[config.mk]
export PLATFORM = sky130hd
export DESIGN_NAME = lsu_mem_ctrl_flat
export DESIGN_NICKNAME = d
export VERILOG_FILES = /design/src/rtl/riscv_pkg.sv /design/src/rtl/lsu_mem_ctrl_if.sv /design/src/rtl/lsu_align.sv /design/src/rtl/lsu_mem_ctrl.sv /design/src/flat_wrapper.sv
export SDC_FILE = /design/constraint.sdc
export NUM_CORES = 1
export LEC_CHECK = 0
export BUFFER_PORTS_ARGS = -buffer_cell sky130_fd_sc_hd__buf_2
export CORE_MARGIN = 3
export CORE_UTILIZATION = 44
export DETAILED_ROUTE_END_ITERATION = 8
export PLACE_DENSITY = 0.81
export SYNTH_ARGS = -nofsm -noshare
export SYNTH_HDL_FRONTEND = slang
export SYNTH_HIERARCHICAL = 1
export SYNTH_SLANG_ARGS = --single-unit
[constraint.sdc]
create_clock -name clk -period 2.2 [get_ports clk]
set_input_delay 0.66 -clock clk [delete_from_list [all_inputs] [get_ports clk]]
set_output_delay 0.66 -clock clk [all_outputs]
set_load 0.005 [all_outputs]
[src/rtl/riscv_pkg.sv]
// Shared RV32I load/store definitions: funct3 size codes, LSU FSM states
// and small decode helpers used by the LSU datapath and controller.
package riscv_pkg;

    localparam logic [2:0] F3_B  = 3'b000;
    localparam logic [2:0] F3_H  = 3'b001;
    localparam logic [2:0] F3_W  = 3'b010;
    localparam logic [2:0] F3_BU = 3'b100;
    localparam logic [2:0] F3_HU = 3'b101;

    typedef enum logic [1:0] {
        LSU_IDLE,
        LSU_REQ,
        LSU_WAIT_RSP,
        LSU_DONE
    } lsu_state_e;

    typedef enum logic [1:0] {
        SIZE_B,
        SIZE_H,
        SIZE_W
    } lsu_size_e;

    // Unused funct3 codes (011, 110, 111) fall through to a word access.
    function automatic lsu_size_e decode_size(input logic [2:0] funct3);
        case (funct3)
            F3_B, F3_BU: return SIZE_B;
            F3_H, F3_HU: return SIZE_H;
            default:     return SIZE_W;
        endcase
    endfunction

    function automatic logic is_unsigned(input logic [2:0] funct3);
        return (funct3 == F3_BU) || (funct3 == F3_HU);
    endfunction

endpackage

[src/rtl/lsu_mem_ctrl_if.sv]
// Bundles the core-side request/response and the memory-side handshake of
// the load/store unit. slave = the LSU itself, master = core plus memory.
interface lsu_mem_ctrl_if #(
    parameter int unsigned ADDR_W = 32
);
    logic              req_valid;
    logic              req_we;
    logic [2:0]        req_funct3;
    logic [ADDR_W-1:0] req_addr;
    logic [31:0]       req_wdata;
    logic              stall;
    logic [31:0]       rdata;
    logic              done;
    logic              misaligned;
    logic              bus_err;
    logic              mem_req;
    logic              mem_we;
    logic [ADDR_W-1:0] mem_addr;
    logic [3:0]        mem_be;
    logic [31:0]       mem_wdata;
    logic              mem_gnt;
    logic              mem_rvalid;
    logic [31:0]       mem_rdata;

    modport slave (
        input  req_valid, req_we, req_funct3, req_addr, req_wdata,
        input  mem_gnt, mem_rvalid, mem_rdata,
        output stall, rdata, done, misaligned, bus_err,
        output mem_req, mem_we, mem_addr, mem_be, mem_wdata
    );

    modport master (
        output req_valid, req_we, req_funct3, req_addr, req_wdata,
        output mem_gnt, mem_rvalid, mem_rdata,
        input  stall, rdata, done, misaligned, bus_err,
        input  mem_req, mem_we, mem_addr, mem_be, mem_wdata
    );
endinterface

[src/rtl/lsu_align.sv]
// Combinational lane steering for RV32I loads/stores: byte enables,
// store-data replication, load extract with sign/zero extension and
// alignment check.
module lsu_align
    import riscv_pkg::*;
(
    input  logic [2:0]  funct3,
    input  logic [1:0]  addr_lo,
    input  logic [31:0] wdata,
    input  logic [31:0] raw_rdata,
    output logic [3:0]  be,
    output logic [31:0] lane_wdata,
    output logic [31:0] ext_rdata,
    output logic        misaligned
);
    lsu_size_e   size;
    logic        uns;
    logic [7:0]  sel_byte;
    logic [15:0] sel_half;

    // Decode the access size and steer lanes in both directions.
    always_comb begin
        size       = decode_size(funct3);
        uns        = is_unsigned(funct3);
        sel_byte   = raw_rdata[{addr_lo, 3'b000} +: 8];
        sel_half   = addr_lo[1] ? raw_rdata[31:16] : raw_rdata[15:0];
        be         = 4'b1111;
        lane_wdata = wdata;
        ext_rdata  = raw_rdata;
        misaligned = 1'b0;
        case (size)
            SIZE_B: begin
                be         = 4'b0001 << addr_lo;
                lane_wdata = {4{wdata[7:0]}};
                ext_rdata  = uns ? {24'h0, sel_byte} : {{24{sel_byte[7]}}, sel_byte};
            end
            SIZE_H: begin
                be         = addr_lo[1] ? 4'b1100 : 4'b0011;
                lane_wdata = {2{wdata[15:0]}};
                ext_rdata  = uns ? {16'h0, sel_half} : {{16{sel_half[15]}}, sel_half};
                misaligned = addr_lo[0];
            end
            default: begin
                misaligned = |addr_lo;
            end
        endcase
    end

endmodule

[src/rtl/lsu_mem_ctrl.sv]
// Load/store unit controller: turns a core access into one handshaked,
// word-aligned memory transaction, stalls the core until completion and
// flags misaligned accesses and response timeouts.
module lsu_mem_ctrl
    import riscv_pkg::*;
#(
    parameter int unsigned TIMEOUT = 16,
    parameter int unsigned ADDR_W  = 32
) (
    input  logic          clk,
    input  logic          reset,
    lsu_mem_ctrl_if.slave bus
);
    lsu_state_e  state;
    logic [7:0]  cnt;
    logic [31:0] rdata_q;
    logic        mem_req_q;
    logic        done_q;
    logic        mis_q;
    logic        berr_q;

    logic [3:0]  be;
    logic [31:0] lane_wdata;
    logic [31:0] ext_rdata;
    logic        misaligned;

    lsu_align u_align (
        .funct3     (bus.req_funct3),
        .addr_lo    (bus.req_addr[1:0]),
        .wdata      (bus.req_wdata),
        .raw_rdata  (bus.mem_rdata),
        .be         (be),
        .lane_wdata (lane_wdata),
        .ext_rdata  (ext_rdata),
        .misaligned (misaligned)
    );

    // Access sequencing, timeout counting and registered status outputs.
    always_ff @(posedge clk or posedge reset) begin
        if (reset) begin
            state     <= LSU_IDLE;
            cnt       <= '0;
            rdata_q   <= '0;
            mem_req_q <= 1'b0;
            done_q    <= 1'b0;
            mis_q     <= 1'b0;
            berr_q    <= 1'b0;
        end else begin
            done_q <= 1'b0;
            mis_q  <= 1'b0;
            berr_q <= 1'b0;
            case (state)
                LSU_IDLE: begin
                    if (bus.req_valid) begin
                        if (misaligned) begin
                            state  <= LSU_DONE;
                            done_q <= 1'b1;
                            mis_q  <= 1'b1;
                        end else begin
                            state     <= LSU_REQ;
                            mem_req_q <= 1'b1;
                        end
                    end
                end
                LSU_REQ: begin
                    if (bus.mem_gnt) begin
                        mem_req_q <= 1'b0;
                        if (bus.req_we) begin
                            state  <= LSU_DONE;
                            done_q <= 1'b1;
                        end else begin
                            state <= LSU_WAIT_RSP;
                            cnt   <= '0;
                        end
                    end
                end
                LSU_WAIT_RSP: begin
                    cnt <= cnt + 8'd1;
                    if (bus.mem_rvalid) begin
                        rdata_q <= ext_rdata;
                        state   <= LSU_DONE;
                        done_q  <= 1'b1;
                    end else if (cnt == 8'(TIMEOUT - 1)) begin
                        rdata_q <= '0;
                        state   <= LSU_DONE;
                        done_q  <= 1'b1;
                        berr_q  <= 1'b1;
                    end
                end
                LSU_DONE: begin
                    state <= LSU_IDLE;
                end
                default: begin
                    state <= LSU_IDLE;
                end
            endcase
        end
    end

    // Core stall is combinational so the first request cycle already freezes the core.
    always_comb begin
        bus.stall      = bus.req_valid & (state != LSU_DONE) & ~reset;
        bus.rdata      = rdata_q;
        bus.done       = done_q;
        bus.misaligned = mis_q;
        bus.bus_err    = berr_q;
        bus.mem_req    = mem_req_q;
        bus.mem_we     = mem_req_q & bus.req_we;
        bus.mem_addr   = {bus.req_addr[ADDR_W-1:2], 2'b00};
        bus.mem_be     = be;
        bus.mem_wdata  = lane_wdata;
    end

endmodule

[src/flat_wrapper.sv]
// flat-port wrapper written by rule: the top's interface ports become plain ports
module lsu_mem_ctrl_flat import riscv_pkg::*;
#(
    parameter int unsigned TIMEOUT = 16,
    parameter int unsigned ADDR_W  = 32
)
  (clk, reset, bus_req_valid, bus_req_we, bus_req_funct3, bus_req_addr, bus_req_wdata, bus_mem_gnt, bus_mem_rvalid, bus_mem_rdata, bus_stall, bus_rdata, bus_done, bus_misaligned, bus_bus_err, bus_mem_req, bus_mem_we, bus_mem_addr, bus_mem_be, bus_mem_wdata);
  lsu_mem_ctrl_if #(.ADDR_W(ADDR_W)) bus_i ();
  input  logic clk;
  input  logic reset;
  input wire logic [$bits(bus_i.req_valid)-1:0] bus_req_valid;
  input wire logic [$bits(bus_i.req_we)-1:0] bus_req_we;
  input wire logic [$bits(bus_i.req_funct3)-1:0] bus_req_funct3;
  input wire logic [$bits(bus_i.req_addr)-1:0] bus_req_addr;
  input wire logic [$bits(bus_i.req_wdata)-1:0] bus_req_wdata;
  input wire logic [$bits(bus_i.mem_gnt)-1:0] bus_mem_gnt;
  input wire logic [$bits(bus_i.mem_rvalid)-1:0] bus_mem_rvalid;
  input wire logic [$bits(bus_i.mem_rdata)-1:0] bus_mem_rdata;
  output wire logic [$bits(bus_i.stall)-1:0] bus_stall;
  output wire logic [$bits(bus_i.rdata)-1:0] bus_rdata;
  output wire logic [$bits(bus_i.done)-1:0] bus_done;
  output wire logic [$bits(bus_i.misaligned)-1:0] bus_misaligned;
  output wire logic [$bits(bus_i.bus_err)-1:0] bus_bus_err;
  output wire logic [$bits(bus_i.mem_req)-1:0] bus_mem_req;
  output wire logic [$bits(bus_i.mem_we)-1:0] bus_mem_we;
  output wire logic [$bits(bus_i.mem_addr)-1:0] bus_mem_addr;
  output wire logic [$bits(bus_i.mem_be)-1:0] bus_mem_be;
  output wire logic [$bits(bus_i.mem_wdata)-1:0] bus_mem_wdata;
  assign bus_i.req_valid = bus_req_valid;
  assign bus_i.req_we = bus_req_we;
  assign bus_i.req_funct3 = bus_req_funct3;
  assign bus_i.req_addr = bus_req_addr;
  assign bus_i.req_wdata = bus_req_wdata;
  assign bus_i.mem_gnt = bus_mem_gnt;
  assign bus_i.mem_rvalid = bus_mem_rvalid;
  assign bus_i.mem_rdata = bus_mem_rdata;
  assign bus_stall = bus_i.stall;
  assign bus_rdata = bus_i.rdata;
  assign bus_done = bus_i.done;
  assign bus_misaligned = bus_i.misaligned;
  assign bus_bus_err = bus_i.bus_err;
  assign bus_mem_req = bus_i.mem_req;
  assign bus_mem_we = bus_i.mem_we;
  assign bus_mem_addr = bus_i.mem_addr;
  assign bus_mem_be = bus_i.mem_be;
  assign bus_mem_wdata = bus_i.mem_wdata;
  lsu_mem_ctrl #(.TIMEOUT(TIMEOUT), .ADDR_W(ADDR_W)) u_core (.clk(clk), .reset(reset), .bus(bus_i));
endmodule
==> impl_metrics.csv, run 1 <==
group,metric,value,unit
outcome,outcome,"finished, final reports clean",
power_and_ir_drop,p_clk_share,17.4,%
die,die_h,94.8,um
die,dieArea,8990,um2
routing,drtIter0Drc,172,
timing,setup_violations,0,
power_and_ir_drop,switchingPower,1.29,mW
critical_path,worstPathCellList,"buf_2, nor2_4, buf_12, mux2_2, buf_2",
synthesis,postSynthCellCount,375,
cells_and_area,seqCellArea,1150,um2
cells_and_area,multi_input_area,1820,um2
cells_and_area,syn2layout_area_growth,20.7,%
routing,wl_per_cell,19.1,um
synthesis,synth-simple-area-share,13.1,%
cells_and_area,fillCellCount,696,
critical_path,crit_family,"buffers and inverters",
global_routing,track_usage,24.4,%
timing,fmax,457,MHz
routing,viasPerCell,5.66,
critical_path,worst-path-buf-inv,3,
global_routing,grt_overflow,0,
cells_and_area,final_cell_mix,"buf_2, dfrtp_1, a22o_1, nor2_1, nand2_1",
routing,wl,11.2,mm
routing,antenna_left,0,
timing,min_period,2.19,ns
place,place_hpwl,9.04,mm
clocking,clock_sinks,46,
die,rows,31,
global_routing,busiest_layer,"met2",
synthesis,ys_ff_latch,46,
die,dieWidth,94.8,um
hold_path,hold_class,"in2async",
synthesis,synth_top_family_by_area,"compound AO/OA/AOI/OAI gates",
timing,skew,0.0105,ns
run,max-cap-violations,0,
power_and_ir_drop,irDropWorstVdd,0.000389,V
clocking,htreeDepth,2,
clocking,cts_tree,"done",
cells_and_area,final_common_cell,"buf_2",
clocking,insertion_delay,0.30,ns
die,core-area,7450,um2
cells_and_area,final_layout_size_suffix_gt1_share,42.7,%
timing,min_period_over_period,99.4,%
place,portBuffers,148,
synthesis,synth_mux_area_share,11.8,%
synthesis,syn-cell-area,3470,um2
routing,dr_total_vias,3304,
die,initial_core_util,46.6,%
synthesis,synth_xor_area_share,0,%
timing,hold_slack,0.498,ns
timing,slew_viol_final,0,
cells_and_area,nets,593,
die,io_pins,211,
power_and_ir_drop,p_sw_share,35.8,%
synthesis,yosysWarnings,6,
global_routing,grt_pass1_wl,17.0,mm
power_and_ir_drop,seq_power_share,38.1,%
clocking,numCtsBuffers,5,
critical_path,critPathRequiredTime,1.54,ns
place,gp_congestion,0.895,
global_routing,met2_usage,43.6,%
routing,drc,0,
power_and_ir_drop,power.internal,2.32,mW
timing,slew_headroom,62.7,%
power_and_ir_drop,p_total,3.61,mW
global_routing,grt_max_degree,47,
timing,rsz0062_at_grt,"yes",
synthesis,synth-compound-area-share,25.0,%
timing,finalHoldViolations,0,
critical_path,cp-start-kind,"input pin",
power_and_ir_drop,p_comb_share,44.4,%
critical_path,critPathArrivalTime,1.53,ns
timing,tightest_slew,0.559,ns
synthesis,synth_cell_type_count,50,
clocking,clockBufferDepth,2,
synthesis,synth_edf_count,0,
critical_path,crit_slowest_cell,"mux2_2",
synthesis,synth-main-ff-cell,"dfrtp_1",
global_routing,use_met3,5.58,%
critical_path,cp_max_fo,8,
synthesis,avgSynthCellArea,9.25,um2
power_and_ir_drop,p_leak,2.14,nW
synthesis,synth-adder-area-share,2.16,%
critical_path,cp-end-kind,"output pin",
global_routing,antenna_found_initial,2,
global_routing,grt_pass1_vias,3184,
clocking,post_cts_buffers,0,
routing,dr.pass1.iters,5,
synthesis,async_reset_ff_share,100,%
synthesis,yosysSeqAreaShare,33.2,%
global_routing,globalRouteMet1Util,28.3,%
clocking,root_buffer,"clkbuf_8",
clocking,clk_pin_slew,0.09,ns
power_and_ir_drop,power_density,861,nW/um2
critical_path,crit_type,"in2out",
critical_path,worst_path_most_repeated_cell,"buf_2",
critical_path,max_stage_delay,0.33,ns
==> final timing paths <==
check | from | endpoint | slack [ns] | cells past startpoint
worst min-delay path | reset | u_core/bus.misaligned$_DFF_PP0_ | 0.50 | 3
worst max register to register | u_core/cnt[0]$_DFFE_PP0P_ | u_core/bus.rdata[5]$_DFFE_PP0P_ | 0.36 | 6
worst min register to register | u_core/bus.rdata[25]$_DFFE_PP0P_ | u_core/bus.rdata[25]$_DFFE_PP0P_ | 0.51 | 1
worst max-delay path | bus_req_funct3[0] | bus_mem_wdata[13] | 0.01 | 5
max in group asynchronous | reset | u_core/bus.rdata[26]$_DFFE_PP0P_ | 1.31 | 3
min in group clk | u_core/bus.rdata[25]$_DFFE_PP0P_ | u_core/bus.rdata[25]$_DFFE_PP0P_ | 0.51 | 1
==> cell type report <==
class | instances | share of cell area (%)
Multi-Input combinational cell | 252 | 43.5
Sequential cell | 46 | 27.5
Timing Repair Buffer | 167 | 22.4
Tap cell | 99 | 2.96
Clock buffer | 6 | 1.73
Inverter | 10 | 0.926
Clock inverter | 2 | 0.896
Antenna cell | 2 | 0.119
==> synth_stat cells (3+ instances only) <==
cell type | n | share of area, %
clkbuf_1 | 10 | 1.1
o22ai_1 | 17 | 3.1
nand2_1 | 25 | 2.7
a221o_1 | 7 | 2.0
o221ai_2 | 4 | 1.7
mux2_2 | 16 | 5.2
dfrtp_1 | 46 | 33
o21ai_0 | 23 | 3.3
nor2b_1 | 11 | 2.0
buf_6 | 6 | 1.9
mux2i_1 | 20 | 5.8
o221ai_1 | 3 | 0.76
a21oi_1 | 13 | 1.9
nor2_1 | 32 | 3.5
a22o_1 | 32 | 8.1
buf_2 | 10 | 1.4
inv_1 | 9 | 0.97
and2_1 | 3 | 0.54
buf_4 | 42 | 9.1
ha_1 | 6 | 2.2
==> flip-flops by register name, summed over array words and instances, names as in the netlist <==
register and count:
u_core/bus.misaligned 1, u_core/bus.mem_req 1, u_core/cnt 8, u_core/state 2, u_core/bus.bus_err 1, u_core/bus.done 1, u_core/bus.rdata 32
==> power groups by stage <==
| stage | Combinational [mW] | Sequential (mW) | Clock, mW |
|---|---|---|---|
| 2_1_floorplan | 0.980 | 1.39 | 0 |
| 3_3_place_gp | 1.57 | 1.38 | 0 |
| 3_5_place_dp | 1.60 | 1.39 | 0 |
| 4_1_cts | 1.61 | 1.38 | 0.635 |
| 5_1_grt | 1.78 | 1.42 | 0.669 |
| 6_report | 1.60 | 1.38 | 0.629 |
==> layer usage <==
layer  share of wire [%]  routed length [um]
met1                  37                4180
met2                  51                5730
met3                 8.9                1000
met4                 2.4                 269
met5                   0                   0
==> worst min-delay path: stages <==
cell and delay [ns]:
buf_2 0.11, inv_2 0.04, buf_4 0.46
==> metrics by stage <==
step | instances | cell area [um2] | utilization [%] | TNS (ns) | setup WS [ns]
finish | 584 | 4190 | 56.3 | 0 | 0.0131
global route | 584 | 4190 | 56.3 | -0.0537 | -0.0148
CTS | 582 | 4180 | 56.1 | 0 | 0.00876
detailed placement | 574 | 4060 | 54.6 | -0.139 | -0.0243
global placement | 574 | 4060 | 54.6 | -0.0596 | -0.00897
floorplan | 376 | 3470 | - | 0 | 0.0369
==> logic make-up after synthesis <==
family                   Yosys count
adder cells (fa/ha/maj)            6
other                              1
multiplexers                      38
AO/OA/AOI/OAI                    116
flip-flops                        46
AND/OR/NAND/NOR                   90
buffers and inverters             78
==> repair_timing <==
item,CTS,global route
endpoints found under the setup margin,9,16
resized for setup,2,1
pin swaps,0,1
hold buffers,0,0
(Power assumes the default switching activity.)
==> run 2, diff against run 1 <==
--- a/config.mk
+++ b/config.mk
@@ -10,6 +10,7 @@
 export CORE_UTILIZATION = 44
 export DETAILED_ROUTE_END_ITERATION = 8
 export PLACE_DENSITY = 0.81
+export REMOVE_ABC_BUFFERS = 1
 export SYNTH_ARGS = -nofsm -noshare
 export SYNTH_HDL_FRONTEND = slang
 export SYNTH_HIERARCHICAL = 1
==> impl_metrics.csv, run 2 (synthesis results as in run 1) <==
group,metric,value,unit
global_routing,grt_max_degree,33,
global_routing,grt_overflow,0,
timing,setup_violations,0,
place,gp_congestion,0.901,
critical_path,worst_path_most_repeated_cell,"buf_2",
power_and_ir_drop,p_comb_share,44.4,%
critical_path,cp_max_fo,10,
routing,dr.pass1.iters,5,
die,core-area,7450,um2
global_routing,track_usage,25.3,%
power_and_ir_drop,p_leak,2.16,nW
critical_path,crit_end,"bus_mem_wdata[10]",
timing,hold_slack,0.393,ns
cells_and_area,final_common_cell,"buf_2",
timing,min_period,2.20,ns
power_and_ir_drop,p_clk_share,17.3,%
critical_path,worst-r2r-setup-slack,0.33,ns
die,io_pins,211,
routing,viasPerCell,5.76,
critical_path,critPathArrivalTime,1.54,ns
global_routing,grt_pass1_vias,3233,
routing,dr_total_vias,3386,
die,dieWidth,94.8,um
die,rows,31,
timing,tightest_slew,0.703,ns
timing,skew,0.00969,ns
run,max-cap-violations,0,
critical_path,crit_family,"buffers and inverters",
outcome,outcome,"finished, final reports clean",
place,portBuffers,148,
global_routing,grt_pass1_wl,17.2,mm
cells_and_area,seqCellArea,1150,um2
clocking,root_buffer,"clkbuf_8",
clocking,clock_sinks,46,
critical_path,worstPathCellList,"buf_2, nor2_2, buf_12, mux2_2, buf_2",
clocking,clockBufferDepth,2,
power_and_ir_drop,p_total,3.61,mW
place,place_hpwl,9.22,mm
timing,rsz0062_at_grt,"yes",
clocking,insertion_delay,0.29,ns
global_routing,antenna_found_initial,2,
critical_path,setup.worst_path.start,"bus_req_funct3[1]",
critical_path,cp-end-kind,"output pin",
cells_and_area,largest_reg_flops,32,
place,dp_slack,-0.00171,ns
power_and_ir_drop,p_sw_share,35.7,%
critical_path,crit_slowest_cell,"mux2_2",
critical_path,reg2reg_to,"u_core/bus.rdata[9]$_DFFE_PP0P_",
die,dieArea,8990,um2
power_and_ir_drop,power.internal,2.32,mW
cells_and_area,fillCellCount,704,
routing,wl,11.5,mm
clocking,htreeDepth,2,
timing,slew_headroom,53.1,%
routing,drtIter0Drc,188,
power_and_ir_drop,irDropWorstVdd,0.000316,V
die,initial_core_util,46.6,%
clocking,post_cts_buffers,0,
timing,min_period_over_period,99.9,%
power_and_ir_drop,switchingPower,1.29,mW
critical_path,worst-path-buf-inv,3,
clocking,cts_tree,"done",
timing,slew_viol_final,0,
power_and_ir_drop,power_density,858,nW/um2
place,place_inst,578,
cells_and_area,final_cell_mix,"buf_2, dfrtp_1, a22o_1, nor2_1, nand2_1",
timing,fmax,455,MHz
critical_path,cp-start-kind,"input pin",
cells_and_area,final_layout_size_suffix_gt1_share,42.9,%
critical_path,r2r-start,"u_core/cnt[0]$_DFFE_PP0P_",
timing,layout_setup_ws,0.00191,ns
power_and_ir_drop,seq_power_share,38.4,%
critical_path,critical_path_cell_count,5,
clocking,clk_pin_slew,0.09,ns
critical_path,crit_type,"in2out",
cells_and_area,syn2layout_area_growth,21.2,%
critical_path,max_stage_delay,0.33,ns
clocking,numCtsBuffers,5,
cells_and_area,multi_input_area,1830,um2
routing,wl_per_cell,19.6,um
critical_path,critPathRequiredTime,1.54,ns
routing,drc,0,
routing,antenna_left,0,
hold_path,hold_class,"in2async",
critical_path,reg2regPathDepth,6,
die,die_h,94.8,um
timing,finalHoldViolations,0,
cells_and_area,stdcell_count,588,
cells_and_area,nets,597,
==> run 2: changes by cell type in the layout (fill, tap and decap cells not counted), sizes merged <==
cell,change
buf,+4
==> run 2: final cells by class <==
class | instances | area share [%]
Antenna cell | 2 | 0.119
Multi-Input combinational cell | 252 | 43.4
Timing Repair Buffer | 171 | 22.6
Sequential cell | 46 | 27.4
Clock inverter | 2 | 0.893
Inverter | 10 | 0.893
Clock buffer | 6 | 1.73
Tap cell | 99 | 2.95
==> run 2: timing repair <==
item                                    in CTS  in global routing
hold buffers                                 0                  0
endpoints found under the setup margin       1                 14
gates resized for setup                      0                  1
hold endpoints to repair                     0                  0
==> run 2: worst reg2reg max path: stages (launching register included) <==
cell,delay (ns)
dfrtp_1,0.42
ha_1,0.27
nand4b_4,0.12
nor4_1,0.30
o21ai_2,0.10
buf_4,0.25
a22o_1,0.30
==> run 2: stage by stage <==
step,cell area [um2],setup TNS (ns),util (%)
final,4200,0,56.5
after global routing,4200,-0.306,56.4
after CTS,4190,-0.00318,56.3
after detailed placement,4080,-0.00171,54.8
after global placement,4080,0,54.8
after floorplan,3000,-2.85,-
==> run 2: worst min-delay path by stage <==
| stage | from | endpoint | slack [ns] | cells after the start |
|---|---|---|---|---|
| 2_1_floorplan | u_core/cnt[7]$_DFFE_PP0P_ | u_core/cnt[7]$_DFFE_PP0P_ | 0.47 | 1 |
| 3_3_place_gp | u_core/bus.rdata[2]$_DFFE_PP0P_ | u_core/bus.rdata[2]$_DFFE_PP0P_ | 0.48 | 1 |
| 3_5_place_dp | u_core/bus.rdata[19]$_DFFE_PP0P_ | u_core/bus.rdata[19]$_DFFE_PP0P_ | 0.49 | 1 |
| 4_1_cts | reset | u_core/bus.mem_req$_DFFE_PP0P_ | 0.41 | 2 |
| 5_1_grt | reset | u_core/bus.done$_DFF_PP0_ | 0.44 | 2 |
| 6_report | reset | u_core/bus.mem_req$_DFFE_PP0P_ | 0.39 | 2 |
==> run 2: power by group through the flow <==
stage	Combinational, mW	Clock, mW	Sequential (mW)
detailed placement	1.60	0	1.40
finish	1.60	0.623	1.38
global route	1.77	0.682	1.42
CTS	1.61	0.639	1.39
global placement	1.55	0	1.38
floorplan	0.858	0	1.39
==> run 2: per-layer routing <==
metal / wire length, um / track usage (%) / vias up
met5: 78 / 7.14 / -
met4: 163 / 6.37 / 4
met3: 1550 / 11.4 / 20
met2: 5140 / 39.6 / 237
met1: 4580 / 31.2 / 1571
li1: - / - / 1554
==> run 3, diff against run 2 <==
--- a/config.mk
+++ b/config.mk
@@ -7,11 +7,10 @@
 export LEC_CHECK = 0
 export BUFFER_PORTS_ARGS = -buffer_cell sky130_fd_sc_hd__buf_2
 export CORE_MARGIN = 3
-export CORE_UTILIZATION = 44
+export CORE_UTILIZATION = 43
 export DETAILED_ROUTE_END_ITERATION = 8
-export PLACE_DENSITY = 0.81
+export PLACE_DENSITY = 0.82
 export REMOVE_ABC_BUFFERS = 1
 export SYNTH_ARGS = -nofsm -noshare
 export SYNTH_HDL_FRONTEND = slang
-export SYNTH_HIERARCHICAL = 1
 export SYNTH_SLANG_ARGS = --single-unit
==> impl_metrics.csv, run 3 <==
group,metric,value,unit
critical_path,critPathArrivalTime,1.54,ns
synthesis,synth_most_common_cell,"dfrtp_1",
synthesis,yosysSeqAreaShare,36.4,%
critical_path,worst-r2r-setup-slack,0.15,ns
critical_path,crit_slowest_cell,"mux2_2",
global_routing,grt_overflow,0,
cells_and_area,syn2layout_area_growth,24.1,%
critical_path,max_stage_delay,0.34,ns
cells_and_area,largest_reg_flops,32,
synthesis,synth_top_area_share,36.4,%
synthesis,synth.area.top_cells,"dfrtp_1, buf_4, mux2_2, a221o_1, o2bb2ai_1",
place,gp_congestion,0.907,
timing,finalHoldViolations,0,
synthesis,netlist_top_cells_count,"dfrtp_1, buf_4, mux2_2",
critical_path,critPathRequiredTime,1.54,ns
critical_path,worst-path-buf-inv,3,
place,portBuffers,148,
clocking,clk_pin_slew,0.08,ns
cells_and_area,num_antenna_cells,0,
cells_and_area,final_cell_mix,"buf_2, dfrtp_1, mux2_2, buf_4, o21ai_0",
routing,antenna_left,0,
place,place_hpwl,8.00,mm
die,core-area,6940,um2
timing,min_period_over_period,99.9,%
global_routing,track_usage,23.4,%
run,max-cap-violations,0,
global_routing,antenna_found_initial,0,
critical_path,worstPathCellList,"buf_2, nor2_4, buf_6, mux2_2, buf_2",
critical_path,r2r-start,"u_core.state[0]$_DFFE_PP0P_",
synthesis,ys_ff_latch,46,
cells_and_area,fin_util,56.5,%
critical_path,crit_type,"in2out",
routing,wl,10.2,mm
global_routing,grt_max_degree,47,
routing,wl_per_cell,19.1,um
clocking,clockBufferDepth,2,
critical_path,crit_family,"buffers and inverters",
power_and_ir_drop,p_leak,1.98,nW
routing,drtIter0Drc,171,
power_and_ir_drop,power_density,879,nW/um2
synthesis,yosysWarnings,0,
timing,slew_headroom,58.0,%
timing,hold_slack,0.483,ns
critical_path,cp-end-kind,"output pin",
synthesis,synth_edf_count,0,
synthesis,synth-main-ff-cell,"dfrtp_1",
synthesis,yosysTopAreaCell,"dfrtp_1",
routing,drc,0,
routing,viasPerCell,5.69,
timing,rsz0062_at_grt,"yes",
place,dp_slack,-0.0175,ns
synthesis,syn-cell-area,3160,um2
critical_path,setup.worst_path.start,"bus_req_funct3[1]",
timing,layout_setup_ws,0.00228,ns
clocking,root_buffer,"clkbuf_8",
cells_and_area,nets,546,
cells_and_area,final_layout_size_suffix_gt1_share,48.4,%
die,initial_core_util,45.5,%
die,die_h,91.7,um
timing,tightest_slew,0.612,ns
die,dieArea,8410,um2
routing,dr.pass1.iters,8,
clocking,clock_sinks,46,
synthesis,avgSynthCellArea,9.88,um2
clocking,cts_hold_buf,0,
outcome,outcome,"finished, final reports clean",
die,rows,30,
critical_path,cp-start-kind,"input pin",
hold_path,hold_class,"in2async",
routing,dr_total_vias,3027,
critical_path,cp_max_fo,5,
clocking,cts_tree,"done",
timing,fmax,455,MHz
timing,setup_violations,0,
clocking,insertion_delay,0.32,ns
die,dieWidth,91.7,um
cells_and_area,final_common_cell,"buf_2",
synthesis,postSynthCellCount,320,
critical_path,worst_path_most_repeated_cell,"buf_2",
global_routing,grt_pass1_wl,15.5,mm
clocking,numCtsBuffers,5,
synthesis,synth_cell_type_count,47,
timing,skew,0.0129,ns
die,io_pins,211,
clocking,post_cts_buffers,0,
timing,min_period,2.20,ns
global_routing,grt_pass1_vias,2892,
synthesis,async_reset_ff_share,100,%
clocking,htreeDepth,2,
timing,slew_viol_final,0,
power_and_ir_drop,irDropWorstVdd,0.000456,V
## run 3: final cells by class
class / count / area [um2]
Inverter: 10 / 37.5
Tap cell: 96 / 120
Fill cell: 609 / 3020
Multi-Input combinational cell: 201 / 1580
Clock buffer: 5 / 68.8
Timing Repair Buffer: 171 / 946
Sequential cell: 46 / 1150
Clock inverter: 3 / 21.3
## run 3: where the power goes
part | total [mW] | switching [mW] | internal [mW]
Clock | 0.534 | 0.310 | 0.223
Combinational | 1.54 | 0.757 | 0.786
Sequential | 1.37 | 0.201 | 1.17
## run 3: cells by family after synthesis
family / count (synthesis) / share of synthesized area, %
AOI/OAI and AO/OA: 99 / 24.9
adders and majority gates: 6 / 2.38
buffers and inverters: 74 / 14.0
DFF: 46 / 36.4
muxes: 35 / 12.1
other: 1 / 0.119
and+or+nand+nor: 59 / 10.1
## run 3: final timing paths
path	depth (start not counted)	endpoint
max	5	bus_mem_wdata[11]
min reg2reg	1	u_core.bus.rdata[4]$_DFFE_PP0P_
min in group clk	1	u_core.bus.rdata[4]$_DFFE_PP0P_
max reg2reg	7	u_core.bus.rdata[26]$_DFFE_PP0P_
max in group asynchronous	3	u_core.bus.bus_err$_DFF_PP0_
min	3	u_core.cnt[1]$_DFFE_PP0P_
## run 3: tightest hold or removal path, delay by kind of cell
kind                   cells  cell delay [ns]
buffers and inverters      3             0.61
## run 3: layer usage
metal  GRT usage [%]  share of wire [%]
met5            2.56                  0
met4            6.19               0.52
met3            8.04                9.5
met2            35.3                 47
met1            32.0                 43
## run 3: what timing repair did
action / in CTS / in global routing
gates cloned: 1 / 0
endpoints found under the setup margin: 7 / 14
gates resized for setup: 5 / 2
## run 3: per-stage QoR
stage	cells	area (um2)	total power, mW	setup TNS (ns)
after detailed placement	523	3810	2.92	-0.0297
after global placement	523	3810	2.87	0
after CTS	532	3920	3.47	0
final	532	3920	3.45	0
after global routing	532	3920	3.69	-0.0818
after floorplan	257	2760	2.18	-1.39
